<file path="src/rtl/uart_rx_ctrl.sv">
// uart_rx_ctrl -- UART receive front end.
// Oversampled bit recovery (3-sample majority vote), frame FSM and LSB-first
// deserializer, feeding an external parity checker and reporting each frame
// with a one-cycle data_valid / par_err_flg / stp_err pulse.
// Optional feature: define UART_RX_BREAK_DET_EN to add the brk_det output and
// a BREAK state that absorbs a held-low line after an all-zero frame.
module uart_rx_ctrl #(
  parameter int DATA_WIDTH = 8,
  parameter int PRESC_W    = 6
) (
  input  logic                  CLK,
  input  logic                  RST,
  input  logic                  RX_IN,
  input  logic [PRESC_W-1:0]    Prescale,
  input  logic                  PAR_EN,
  input  logic                  par_err,
  output logic                  par_chck_en,
  output logic                  sampled_bit,
  output logic [DATA_WIDTH-1:0] P_DATA,
  output logic                  data_valid,
  output logic                  par_err_flg,
`ifdef UART_RX_BREAK_DET_EN
  output logic                  brk_det,
`endif
  output logic                  stp_err
);

  localparam int BCW = (DATA_WIDTH > 1) ? $clog2(DATA_WIDTH) : 1;

  localparam logic [PRESC_W-1:0] P_ONE    = PRESC_W'(1);
  localparam logic [PRESC_W-1:0] P_TWO    = PRESC_W'(2);
  localparam logic [BCW-1:0]     B_ONE    = BCW'(1);
  localparam logic [BCW-1:0]     LAST_BIT = BCW'(DATA_WIDTH - 1);

`ifdef UART_RX_BREAK_DET_EN
  typedef enum logic [2:0] {
    S_IDLE,
    S_START,
    S_DATA,
    S_PARITY,
    S_STOP,
    S_BREAK
  } state_e;
`else
  typedef enum logic [2:0] {
    S_IDLE,
    S_START,
    S_DATA,
    S_PARITY,
    S_STOP
  } state_e;
`endif

  state_e                  state_q, state_d;
  logic [PRESC_W-1:0]      presc_q, presc_d;
  logic                    par_en_q, par_en_d;
  logic [PRESC_W-1:0]      edge_q, edge_d;
  logic [BCW-1:0]          bit_q, bit_d;
  logic [DATA_WIDTH-1:0]   data_q, data_d;
  logic [2:0]              smp_q, smp_d;
  logic                    sbit_q, sbit_d;
  logic                    perr_q, perr_d;
  logic                    dv_q, dv_d;
  logic                    pef_q, pef_d;
  logic                    se_q, se_d;
`ifdef UART_RX_BREAK_DET_EN
  logic                    brk_q, brk_d;
`endif

  logic [PRESC_W-1:0]      half;
  logic                    eob;
  logic                    maj;
  logic                    counting;

  assign half = presc_q >> 1;
  assign eob  = (edge_q == (presc_q - P_ONE));
  assign maj  = (smp_q[0] & smp_q[1]) | (smp_q[0] & smp_q[2]) | (smp_q[1] & smp_q[2]);

`ifdef UART_RX_BREAK_DET_EN
  assign counting = (state_q != S_IDLE) && (state_q != S_BREAK);
`else
  assign counting = (state_q != S_IDLE);
`endif

  // State and datapath registers; reset clears everything including P_DATA.
  always_ff @(posedge CLK or negedge RST) begin
    if (!RST) begin
      state_q  <= S_IDLE;
      presc_q  <= '0;
      par_en_q <= 1'b0;
      edge_q   <= '0;
      bit_q    <= '0;
      data_q   <= '0;
      smp_q    <= '0;
      sbit_q   <= 1'b0;
      perr_q   <= 1'b0;
      dv_q     <= 1'b0;
      pef_q    <= 1'b0;
      se_q     <= 1'b0;
`ifdef UART_RX_BREAK_DET_EN
      brk_q    <= 1'b0;
`endif
    end else begin
      state_q  <= state_d;
      presc_q  <= presc_d;
      par_en_q <= par_en_d;
      edge_q   <= edge_d;
      bit_q    <= bit_d;
      data_q   <= data_d;
      smp_q    <= smp_d;
      sbit_q   <= sbit_d;
      perr_q   <= perr_d;
      dv_q     <= dv_d;
      pef_q    <= pef_d;
      se_q     <= se_d;
`ifdef UART_RX_BREAK_DET_EN
      brk_q    <= brk_d;
`endif
    end
  end

  // Bit timing, majority sampling, frame sequencing and result pulses.
  always_comb begin
    state_d  = state_q;
    presc_d  = presc_q;
    par_en_d = par_en_q;
    edge_d   = edge_q;
    bit_d    = bit_q;
    data_d   = data_q;
    smp_d    = smp_q;
    sbit_d   = sbit_q;
    perr_d   = perr_q;
    dv_d     = 1'b0;
    pef_d    = 1'b0;
    se_d     = 1'b0;
`ifdef UART_RX_BREAK_DET_EN
    brk_d    = 1'b0;
`endif

    // Three samples around mid-bit, vote registered one cycle later so the
    // value is settled well before the end-of-bit decision uses it.
    if (counting) begin
      edge_d = eob ? '0 : (edge_q + P_ONE);
      if (edge_q == (half - P_ONE)) smp_d[0] = RX_IN;
      if (edge_q == half)           smp_d[1] = RX_IN;
      if (edge_q == (half + P_ONE)) smp_d[2] = RX_IN;
      if (edge_q == (half + P_TWO)) sbit_d   = maj;
    end

    case (state_q)
      S_IDLE: begin
        if (!RX_IN) begin
          state_d  = S_START;
          presc_d  = Prescale;
          par_en_d = PAR_EN;
          edge_d   = '0;
        end
      end

      S_START: begin
        perr_d = 1'b0;
        if (eob) begin
          if (sbit_q) begin
            state_d = S_IDLE;
          end else begin
            state_d = S_DATA;
            bit_d   = '0;
          end
        end
      end

      S_DATA: begin
        if (eob) begin
          data_d = {sbit_q, data_q[DATA_WIDTH-1:1]};
          if (bit_q == LAST_BIT) begin
            bit_d   = '0;
            state_d = par_en_q ? S_PARITY : S_STOP;
          end else begin
            bit_d = bit_q + B_ONE;
          end
        end
      end

      S_PARITY: begin
        if (eob) begin
          perr_d  = par_err;
          state_d = S_STOP;
        end
      end

      S_STOP: begin
        if (eob) begin
          // A low line here is already the next start bit: relatch the
          // frame settings exactly as the IDLE path would.
          if (RX_IN) begin
            state_d = S_IDLE;
          end else begin
            state_d  = S_START;
            presc_d  = Prescale;
            par_en_d = PAR_EN;
          end
          if (!sbit_q) begin
`ifdef UART_RX_BREAK_DET_EN
            if (data_q == '0) begin
              brk_d   = 1'b1;
              state_d = S_BREAK;
            end else begin
              se_d = 1'b1;
            end
`else
            se_d = 1'b1;
`endif
          end else if (perr_q) begin
            pef_d = 1'b1;
          end else begin
            dv_d = 1'b1;
          end
        end
      end

`ifdef UART_RX_BREAK_DET_EN
      S_BREAK: begin
        if (RX_IN) state_d = S_IDLE;
      end
`endif

      default: state_d = S_IDLE;
    endcase
  end

  assign par_chck_en = (state_q == S_PARITY);
  assign sampled_bit = sbit_q;
  assign P_DATA      = data_q;
  assign data_valid  = dv_q;
  assign par_err_flg = pef_q;
  assign stp_err     = se_q;
`ifdef UART_RX_BREAK_DET_EN
  assign brk_det     = brk_q;
`endif

endmodule

</file>
<file path="config.mk">
export PLATFORM = sky130hd
export DESIGN_NAME = uart_rx_ctrl
export DESIGN_NICKNAME = d
export VERILOG_FILES = /design/src/rtl/uart_rx_ctrl.sv
export SDC_FILE = /design/constraint.sdc
export NUM_CORES = 1
export LEC_CHECK = 0
export ABC_AREA = 1
export CAP_MARGIN = 25
export CORE_MARGIN = 5
export CORE_UTILIZATION = 54
export DETAILED_ROUTE_END_ITERATION = 10
export PLACE_DENSITY = 0.77
export SLEW_MARGIN = 25
export SYNTH_ARGS = -nofsm -noshare
export SYNTH_HDL_FRONTEND = slang
export SYNTH_SLANG_ARGS = --single-unit
</file>
<file path="constraint.sdc">
create_clock -name CLK -period 2.24 [get_ports CLK]
set_clock_uncertainty 0.05 [all_clocks]
set_input_delay 0.448 -clock CLK [delete_from_list [all_inputs] [get_ports CLK]]
set_output_delay 0.448 -clock CLK [all_outputs]
set_load 0.01 [all_outputs]
</file>
==> flow_metrics.py <==
metrics = {
    "outcome": {
        "outcome": "completed",
    },
    "sta": {
        "finalSetupTns_ns": 0,
        "slew_violations": 0,
        "min_period_ns": 2.10,
        "max-slew-margin-rel_pct": 65.3,
        "hold_viol": 0,
        "hold_slack_ns": 0.424,
        "rsz0062_at_grt": "false",
        "setup_viol": 0,
        "fin_crit_sh_pct": 93.5,
        "worstMarginPinSlew_ns": 0.517,
        "max_freq_ghz": 0.477,
    },
    "synth": {
        "synth_area_per_cell_um2": 7.59,
        "synthCells": 288,
        "seq_area_frac_synth_pct": 40.0,
        "syn_area_um2": 2190,
        "yosysUniqueCellTypes": 27,
        "syn_nets": 309,
        "ys_ff_latch": 35,
        "yosys_warnings": 0,
    },
    "global_route": {
        "grt_pass1_vias": 1763,
        "busiest_layer": "met2",
        "grt_antenna_before_repair": 0,
        "grt_pass1_wl_um": 7900,
        "grtUsageMet2_pct": 31.9,
        "gr-usage-met3_pct": 4.51,
        "grt_max_degree": 36,
        "grt.total_usage_pct": 19.1,
        "gr-usage-met1_pct": 24.4,
        "gr-total-overflow": 0,
    },
    "critical_path": {
        "crit_path_max_fanout": 4,
        "cp.required_ns": 1.74,
        "worstPathArrival_ns": 1.60,
        "critPathLaunchType": "register",
        "endpoint_kind": "output port",
        "critPathKind": "reg -> out",
    },
    "cts": {
        "clock_path_buffers": 2,
        "clk_latency_ns": 0.29,
        "cts_root_buf": "clkbuf_8",
        "clk_pin_slew_ns": 0.07,
        "htree_levels": 2,
        "cts_tree": "done",
        "numCtsBuffers": 5,
        "postCtsHoldBufs": 0,
        "cts.sinks": 35,
    },
    "layout": {
        "fill_cells": 365,
        "multi_input_area_um2": 1180,
        "drive_gt1_share_pct": 9.01,
        "stdcell_count": 372,
        "final-seq-area_um2": 877,
        "final_nets": 342,
        "synthToLayoutAreaGrowth_pct": 18.6,
        "num_antenna_cells": 0,
    },
    "die": {
        "die_area_um2": 5420,
        "die_h_um": 73.6,
        "pin_count": 24,
        "initial_core_util_pct": 55.1,
        "die_x_um": 73.6,
        "core_um2": 3970,
        "fp-row-count": 23,
    },
    "drt": {
        "routedWlPerCell_um": 12.3,
        "viasPerCell": 5.08,
        "vias": 1891,
        "dr.pass1.iters": 4,
        "drc": 0,
        "drt_iter0_drc": 96,
        "drtAntennaViolNets": 0,
        "wl_um": 4580,
    },
    "hold_path": {
        "worstHoldPathType": "reg -> reg",
    },
    "power": {
        "swShare_pct": 47.7,
        "power_mw": 3.24,
        "clockPowerShare_pct": 14.0,
        "vdd_ir_drop_max_mv": 0.635,
        "power_frac_comb_pct": 54.9,
        "power.switching_mw": 1.54,
        "leakage_nw": 1.31,
        "p_int_mw": 1.69,
        "pwr-share-seq_pct": 31.1,
        "p_per_area_nw_per_um2": 1250,
    },
    "placement": {
        "gp_congestion": 0.985,
        "place_inst": 362,
        "hpwl_um": 3590,
        "io_buffers": 23,
    },
    "run": {
        "maxCapViolCount": 0,
    },
}
## cell type report
cell class / count / area share (%)
clock buffers: 5 / 2.65
inverters: 31 / 4.48
multi-input cells: 220 / 45.6
well taps: 50 / 2.41
clock inverters: 3 / 0.771
flip-flops and latches: 35 / 33.8
repair buffers: 28 / 10.3
## routing by layer
layer  vias up  part of all wire [%]  wire (µm)
li1        982                     -          -
met1       857                    44       2000
met2        45                    50       2290
met3         7                   5.0        231
met4         0                   1.3         58
met5         -                     0          0
## worst paths after layout
| kind | end | slack (ns) | from | cells past startpoint |
|---|---|---|---|---|
| min in group asynchronous | smp_q[2] | 0.52 | RST | 2 |
| setup reg to reg | bit_q[1] | 0.21 | presc_q[1] | 11 |
| hold / removal | data_valid | 0.42 | perr_q | 1 |
| setup / recovery | par_chck_en | 0.14 | state_q[2] | 4 |
| max in group asynchronous | presc_q[1] | 1.29 | RST | 2 |
| hold reg to reg | data_valid | 0.42 | perr_q | 1 |
## critical path: stages (launching register included)
cell	delay [ns]
dfrtp_1	0.40
inv_1	0.07
nand2_1	0.10
nor2_1	0.17
clkdlybuf4s50_1	0.56
## cell families after synthesis
kind of cell | after synthesis | synth area share [%]
flops | 35 | 40.0
compound gates | 28 | 7.09
xor+xnor | 19 | 7.95
fa+ha+maj | 10 | 5.72
buf+inv | 34 | 6.58
simple gates | 162 | 32.6
## sequential cells by signal, indices dropped and copies added, names as in the netlist, 3 cells and up
signal   cells
presc_q      6
P_DATA       8
edge_q       6
smp_q        3
bit_q        3
state_q      3
## cells in the final DEF, fill, tap and decap left out, types with 5 or more instances in the layout
cell type        instances
buf_4                    5
nand2_1                102
xor2_1                   9
o21ai_0                 11
clkdlybuf4s50_1         23
inv_2                    5
dfrtp_1                 34
xnor2_1                  9
o21ai_1                  5
ha_1                    10
nor2_1                  20
a21oi_1                  5
nand3_1                 24
clkbuf_8                 5
inv_1                   26
## metrics by stage
step / cell area, µm² / setup WS, ns / utilization [%]
final: 2590 / 0.145 / 65.3
after floorplan: 2190 / 0.427 / -
after CTS: 2570 / 0.126 / 64.7
after global routing: 2590 / 0.0108 / 65.3
after global placement: 2480 / 0.196 / 62.5
after detailed placement: 2480 / 0.166 / 62.5
## repair_timing
action	4_1_cts	5_1_grt
endpoints found under the setup margin	0	19
buffers inserted	0	1
gates resized for setup	0	2
## Yosys cell counts, drive strengths merged
| cell type | n | area, µm² |
|---|---|---|
| nand2 | 105 | 417 |
| dfrtp | 35 | 876 |
| inv | 31 | 116 |
| nand3 | 24 | 120 |
| nor2 | 22 | 97.6 |
| o21ai | 16 | 80.1 |
| ha | 10 | 125 |
| xnor2 | 10 | 95.1 |
| xor2 | 9 | 78.8 |
| a21oi | 5 | 25.0 |
| nor3 | 5 | 35.0 |
| buf | 3 | 27.5 |
| nand4 | 3 | 18.8 |
| o22ai | 3 | 18.8 |
| o211ai | 2 | 15.0 |
| and2 | 1 | 6.26 |
| nor3b | 1 | 12.5 |
| o2111ai | 1 | 8.76 |
| o21a | 1 | 7.51 |
| or2 | 1 | 6.26 |
## power by group through the flow
stage | Clock, mW | Combinational, mW | Sequential, mW
6_report | 0.454 | 1.78 | 1.01
5_1_grt | 0.493 | 2.04 | 1.03
4_1_cts | 0.468 | 1.75 | 1.00
3_5_place_dp | 0 | 1.75 | 1.01
3_3_place_gp | 0 | 1.71 | 1.01
2_1_floorplan | 0 | 1.37 | 0.962
No activity file was read; power rests on OpenSTA's default activity.
